$ cat src/rtl/bpi_seq_pkg.sv
// Shared types and helpers for the BPI flash scheduler/sequencer.
// The request struct is sized for the board's 26-bit word address, 16-bit flash part.
package bpi_seq_pkg;

    localparam int FLASH_ADDR_W = 26;
    localparam int FLASH_DATA_W = 16;

    typedef enum logic [2:0] {
        S_IDLE,
        S_RD_ACC,
        S_WR_SETUP,
        S_WR_PULSE,
        S_WR_HOLD,
        S_DONE,
        S_TURN
    } state_t;

    typedef struct packed {
        logic                    we;
        logic [FLASH_ADDR_W-1:0] addr;
        logic [FLASH_DATA_W-1:0] wdata;
    } req_t;

    // clog2 of the largest timing value plus one bit of headroom
    function automatic int cnt_width(input int a, input int b, input int c,
                                     input int d, input int e);
        int m;
        int w;
        m = a;
        if (b > m) m = b;
        if (c > m) m = c;
        if (d > m) m = d;
        if (e > m) m = e;
        w = 0;
        while ((1 << w) < m) w++;
        return w + 1;
    endfunction

endpackage

$ cat src/rtl/bpi_rr_arb2.sv
// Two-port round-robin grant; the pointer remembers which port was served last.
module bpi_rr_arb2 (
    input  logic clk,
    input  logic reset,
    input  logic valid0,
    input  logic valid1,
    input  logic accept,
    output logic grant0,
    output logic grant1
);

    // last_port = 1 means port 1 was served last, so port 0 wins a tie
    logic last_port;

    always_comb begin
        grant0 = valid0 && (!valid1 || last_port);
        grant1 = valid1 && !grant0;
    end

    always_ff @(posedge clk) begin
        if (reset) begin
            last_port <= 1'b1;
        end else if (accept) begin
            last_port <= grant1;
        end
    end

endmodule

$ cat src/rtl/bpi_flash_seq.sv
// Round-robin scheduler and async read/write timing sequencer for the 16-bit BPI flash.
// Every flash pin and response output comes straight from a register.
module bpi_flash_seq
    import bpi_seq_pkg::*;
#(
    parameter int ADDR_W   = FLASH_ADDR_W,
    parameter int DATA_W   = FLASH_DATA_W,
    parameter int RD_WAIT  = 8,
    parameter int WR_SETUP = 2,
    parameter int WR_PULSE = 6,
    parameter int WR_HOLD  = 2,
    parameter int TURN     = 2
) (
    input  logic              CLK,
    input  logic              RESET,

    input  logic              req0_valid,
    output logic              req0_ready,
    input  logic              req0_we,
    input  logic [ADDR_W-1:0] req0_addr,
    input  logic [DATA_W-1:0] req0_wdata,
    output logic              rsp0_valid,
    output logic [DATA_W-1:0] rsp0_rdata,

    input  logic              req1_valid,
    output logic              req1_ready,
    input  logic              req1_we,
    input  logic [ADDR_W-1:0] req1_addr,
    input  logic [DATA_W-1:0] req1_wdata,
    output logic              rsp1_valid,
    output logic [DATA_W-1:0] rsp1_rdata,

    output logic [0:ADDR_W-1] flash_addr,
    output logic              flash_ce_n,
    output logic              flash_oe_n,
    output logic              flash_we_n,
    output logic              flash_adv_ldn,
    output logic [DATA_W-1:0] flash_data_o,
    output logic [DATA_W-1:0] flash_data_t,
    input  logic [DATA_W-1:0] flash_data_i,
    output logic              busy
);

    localparam int CNT_W = cnt_width(RD_WAIT, WR_SETUP, WR_PULSE, WR_HOLD, TURN);

    localparam logic [CNT_W-1:0] RD_LOAD    = CNT_W'(RD_WAIT - 1);
    localparam logic [CNT_W-1:0] SETUP_LOAD = CNT_W'(WR_SETUP - 1);
    localparam logic [CNT_W-1:0] PULSE_LOAD = CNT_W'(WR_PULSE - 1);
    localparam logic [CNT_W-1:0] HOLD_LOAD  = CNT_W'(WR_HOLD - 1);
    localparam logic [CNT_W-1:0] TURN_LOAD  = CNT_W'((TURN > 0) ? TURN - 1 : 0);

    state_t           state;
    logic [CNT_W-1:0] cnt;
    logic             cur_port;
    logic             grant0;
    logic             grant1;
    logic             accept;
    req_t             sel;

    bpi_rr_arb2 u_arb (
        .clk    (CLK),
        .reset  (RESET),
        .valid0 (req0_valid),
        .valid1 (req1_valid),
        .accept (accept),
        .grant0 (grant0),
        .grant1 (grant1)
    );

    // Ready is held low during reset so nothing is accepted while the FSM is being cleared
    always_comb begin
        req0_ready = (state == S_IDLE) && grant0 && !RESET;
        req1_ready = (state == S_IDLE) && grant1 && !RESET;
        accept     = req0_ready || req1_ready;
    end

    always_comb begin
        sel.we    = req0_we;
        sel.addr  = req0_addr;
        sel.wdata = req0_wdata;
        if (grant1) begin
            sel.we    = req1_we;
            sel.addr  = req1_addr;
            sel.wdata = req1_wdata;
        end
    end

    assign busy = (state != S_IDLE);

    always_ff @(posedge CLK) begin
        if (RESET) begin
            state         <= S_IDLE;
            cnt           <= '0;
            cur_port      <= 1'b0;
            flash_addr    <= '0;
            flash_ce_n    <= 1'b1;
            flash_oe_n    <= 1'b1;
            flash_we_n    <= 1'b1;
            flash_adv_ldn <= 1'b1;
            flash_data_o  <= '0;
            flash_data_t  <= '1;
            rsp0_valid    <= 1'b0;
            rsp0_rdata    <= '0;
            rsp1_valid    <= 1'b0;
            rsp1_rdata    <= '0;
        end else begin
            rsp0_valid <= 1'b0;
            rsp1_valid <= 1'b0;
            case (state)
                S_IDLE: begin
                    if (accept) begin
                        cur_port      <= grant1;
                        flash_addr    <= sel.addr;
                        flash_ce_n    <= 1'b0;
                        flash_adv_ldn <= 1'b0;
                        if (sel.we) begin
                            flash_data_o <= sel.wdata;
                            flash_data_t <= '0;
                            cnt          <= SETUP_LOAD;
                            state        <= S_WR_SETUP;
                        end else begin
                            flash_oe_n   <= 1'b0;
                            flash_data_t <= '1;
                            cnt          <= RD_LOAD;
                            state        <= S_RD_ACC;
                        end
                    end
                end
                S_RD_ACC: begin
                    if (cnt == '0) begin
                        flash_ce_n    <= 1'b1;
                        flash_oe_n    <= 1'b1;
                        flash_adv_ldn <= 1'b1;
                        if (cur_port) begin
                            rsp1_valid <= 1'b1;
                            rsp1_rdata <= flash_data_i;
                        end else begin
                            rsp0_valid <= 1'b1;
                            rsp0_rdata <= flash_data_i;
                        end
                        state <= S_DONE;
                    end else begin
                        cnt <= cnt - 1'b1;
                    end
                end
                S_WR_SETUP: begin
                    if (cnt == '0) begin
                        flash_we_n <= 1'b0;
                        cnt        <= PULSE_LOAD;
                        state      <= S_WR_PULSE;
                    end else begin
                        cnt <= cnt - 1'b1;
                    end
                end
                S_WR_PULSE: begin
                    if (cnt == '0) begin
                        flash_we_n <= 1'b1;
                        cnt        <= HOLD_LOAD;
                        state      <= S_WR_HOLD;
                    end else begin
                        cnt <= cnt - 1'b1;
                    end
                end
                S_WR_HOLD: begin
                    if (cnt == '0) begin
                        flash_ce_n    <= 1'b1;
                        flash_adv_ldn <= 1'b1;
                        flash_data_t  <= '1;
                        flash_data_o  <= '0;
                        if (cur_port) begin
                            rsp1_valid <= 1'b1;
                            rsp1_rdata <= '0;
                        end else begin
                            rsp0_valid <= 1'b1;
                            rsp0_rdata <= '0;
                        end
                        state <= S_DONE;
                    end else begin
                        cnt <= cnt - 1'b1;
                    end
                end
                S_DONE: begin
                    rsp0_rdata <= '0;
                    rsp1_rdata <= '0;
                    if (TURN > 0) begin
                        cnt   <= TURN_LOAD;
                        state <= S_TURN;
                    end else begin
                        state <= S_IDLE;
                    end
                end
                S_TURN: begin
                    if (cnt == '0) begin
                        state <= S_IDLE;
                    end else begin
                        cnt <= cnt - 1'b1;
                    end
                end
                default: state <= S_IDLE;
            endcase
        end
    end

endmodule

$ cat config.mk
export PLATFORM = sky130hd
export DESIGN_NAME = bpi_flash_seq
export DESIGN_NICKNAME = d
export VERILOG_FILES = /design/src/rtl/bpi_seq_pkg.sv /design/src/rtl/bpi_rr_arb2.sv /design/src/rtl/bpi_flash_seq.sv
export SDC_FILE = /design/constraint.sdc
export NUM_CORES = 1
export LEC_CHECK = 0
export ABC_AREA = 0
export BUFFER_PORTS_ARGS = -buffer_cell sky130_fd_sc_hd__buf_2
export CAP_MARGIN = 20
export CORE_AREA = 2 2 99 101
export DETAILED_ROUTE_END_ITERATION = 8
export DIE_AREA = 0 0 101 103
export GPL_TIMING_DRIVEN = 0
export PLACE_DENSITY = 0.79
export SLEW_MARGIN = 20
export SYNTH_ARGS = -nofsm -noshare
export SYNTH_HDL_FRONTEND = slang
export SYNTH_SLANG_ARGS = --single-unit
$ cat constraint.sdc
create_clock -name CLK -period 2.5 [get_ports CLK]
set_input_delay 0.125 -clock CLK [delete_from_list [all_inputs] [get_ports CLK]]
set_output_delay 0.125 -clock CLK [all_outputs]
set_load 0.005 [all_outputs]
==> flow_summary.ini <==
[clock_tree]
cts_buffers = 9
clk_latency_ps = 350
clockBufferDepth = 2
ctsHoldBuffers = 0
postCtsResizedCells = 0
cts_root_buffer = clkbuf_8
cts_tree = done
path_clk_slew_ps = 90
postCtsSetupBuffers = 0
clkSinkCount = 89
htree_num_levels = 3

[die]
die_y_um = 103
core-area_mm2 = 0.00946
die-area_mm2 = 0.0104
fp.dieW_um = 101
core.rowCount = 36
initial_utilization_pct = 44.7
io_pins = 205

[synth]
synth-simple-area-share_pct = 12.9
synth_top_family_by_area = multiplexers
synthXorXnorAreaFrac_pct = 0.622
synthAdderAreaFrac_pct = 0.592
synth-compound-area-share_pct = 17.5
syn_area_mm2 = 0.00423
synthArstFlopShare_pct = 0
syn_avg_cell_area_um2 = 9.43
synth_nets = 556
ys_ff_latch = 89
synth-edff-count = 0
muxShareOfSynthArea_pct = 17.8
yosysUniqueCellTypes = 52
syn_inst = 448
yosys_warnings = 0
ys_seq_area_share_pct = 42.2
synthFlopType = dfxtp_1

[setup_path]
arrival_ps = 2300
endpoint_kind = flip-flop
cp_max_fo = 4
startpoint_type = flip-flop
crit_type = flip-flop to flip-flop
required_ps = 2760

[timing]
timing.fmax_mhz = 488
tightest_slew_ps = 593
hold_violations = 0
fin_crit_sh_pct = 81.9
min_period_ps = 2050
fin_skew_ps = 9.80
slew_headroom_pct = 60.5
rsz0062_at_grt = no
slew_viol_final = 0
tns_ps = 0
finalSetupViolations = 0

[placed_design]
dp_hpwl_um = 8950
place.gp.congestion = 0.862
numPortBuffers = 204

[routing]
routedWlPerCell_um = 14.8
drt-initial-drc-count = 149
routed-via-count = 4120
routed_wl_um = 11600
drc = 0
vias_per_cell = 5.27
dr.pass1.iters = 4
ant_nets = 0

[finish]
drive_above_1_share_pct = 40.7
n_antenna_cell = 0
final_nets = 771
syn_to_final_growth_pct = 31.9
fillers = 863

[power_and_ir_drop]
power_density_mw_per_mm2 = 868
vdd_drop_max_uv = 363
p_leak_nw = 2.78
power_mw = 4.84

[global_routing]
grtUsageTotal_pct = 21.4
grt_max_degree = 18
grt-ovfl-total = 0
grt_pass1_vias = 3868
grt_pass1_wl_um = 17700
antenna_found_initial = 0

[min_path]
min_path_type = primary input to flip-flop

[status]
outcome = completed

[flow_run]
max_cap_violations = 0
==> where the power goes <==
group          leakage, nW  internal (mW)  switching (mW)  total (mW)
combinational         1.97          0.933            1.10        2.03
sequential           0.727           1.70           0.183        1.88
clock               0.0846          0.414           0.504       0.918
==> Yosys cell counts, types with 2 or more instances <==
master    count  area (um2)
o211ai_2      8         100
xor2_1        2        17.5
or3_1         4        25.0
buf_2        19        95.1
nand3_1      21         105
nor3_1        5        25.0
o211ai_1      9        67.6
o311ai_0      2        17.5
nor2_1       31         116
dfxtp_1      89        1780
mux2i_1      75         751
o32a_1        3        30.0
clkbuf_1     14        52.6
a21oi_1       8        40.0
o21ai_0      14        70.1
ha_1          2        25.0
buf_6         5        56.3
o211a_1       2        20.0
a211oi_1     28         210
a221o_1       2        20.0
a22oi_1       2        15.0
buf_4        16         120
nor4_1        2        12.5
nand2_1      42         158
o21bai_1      2        15.0
nand2b_1      2        12.5
inv_1         7        26.3
o21ai_1       8        40.0
==> final timing paths <==
| kind | startpoint | end | slack, ps | depth (start not counted) |
|---|---|---|---|---|
| worst min-delay path | req0_wdata[9] | flash_data_o[9] | 40 | 3 |
| worst max-delay path | cnt[0] | cnt[1] | 450 | 6 |
| worst min register to register | rsp1_rdata[12] | rsp1_rdata[12] | 460 | 2 |
| worst max register to register | cnt[0] | cnt[1] | 450 | 6 |
==> flip-flops by register name (all words and copies together), names as in the netlist <==
signal	flops
flash_data_o	16
rsp1_rdata	16
flash_adv_ldn	1
flash_oe_n	1
flash_we_n	1
cnt	4
rsp0_rdata	16
cur_port	1
flash_addr	26
flash_data_t	1
state	3
u_arb.last_port	1
rsp1_valid	1
rsp0_valid	1
==> per-stage QoR <==
step	setup WS, ps	cell area, um2	hold slack [ps]	util (%)	std cells
6_report	453	5570	40.7	58.9	782
5_1_grt	291	5570	37.7	58.9	782
4_1_cts	474	5570	22.9	58.9	782
3_5_place_dp	464	5390	397	57.0	766
3_3_place_gp	498	5390	394	57.0	766
2_1_floorplan	763	4230	298	-	448
==> kinds of logic (layout without fill, tap and decap cells) <==
group,count (synthesis),count (layout)
compound gates,99,99
buf+inv,63,283
mux,75,75
xor+xnor,3,3
fa+ha+maj,2,2
flops,89,89
simple gates,117,117
==> layout by cell type, fill, tap and decap left out, types with 4 or more instances in the layout <==
| cell type | Yosys | layout |
|---|---|---|
| nor3_1 | 5 | 5 |
| buf_6 | 5 | 5 |
| clkbuf_8 | 0 | 11 |
| nand3_1 | 21 | 21 |
| inv_1 | 7 | 7 |
| buf_2 | 19 | 223 |
| nor2_1 | 31 | 31 |
| mux2i_1 | 75 | 75 |
| a211oi_1 | 28 | 28 |
| buf_4 | 16 | 16 |
| o211ai_2 | 8 | 8 |
| clkbuf_1 | 14 | 15 |
| or3_1 | 4 | 4 |
| dfxtp_1 | 89 | 89 |
| o21ai_1 | 8 | 8 |
| o21ai_0 | 14 | 14 |
| nand2_1 | 42 | 42 |
| a21oi_1 | 8 | 8 |
| o211ai_1 | 9 | 9 |
==> worst max-delay path, cell delays in order, from the launching register on <==
cell and delay, ps:
dfxtp_1 340, inv_1 130, ha_1 190, or3b_1 400, a311oi_1 520, o2bb2ai_1 160
o211a_1 220
==> area by class of cell <==
cell class | instances | area [um2] | area share [%]
Clock buffer | 12 | 155 | 2.78
Buffer | 55 | 328 | 5.88
Timing Repair Buffer | 204 | 1020 | 18.3
Sequential cell | 89 | 1780 | 32.0
Multi-Input combinational cell | 296 | 2090 | 37.4
Clock inverter | 4 | 27.5 | 0.494
Inverter | 8 | 30.0 | 0.539
Tap cell | 114 | 143 | 2.56
==> layer usage <==
layer	routed length (um)	share of wire, %	global-route usage [%]	vias to the layer above
met5	0	0	0	-
met4	259	2.2	9.56	0
met3	642	5.6	3.39	21
met2	5910	51	38.8	167
met1	4740	41	25.0	1914
li1	-	-	-	2018
(Power assumes the default switching activity.)
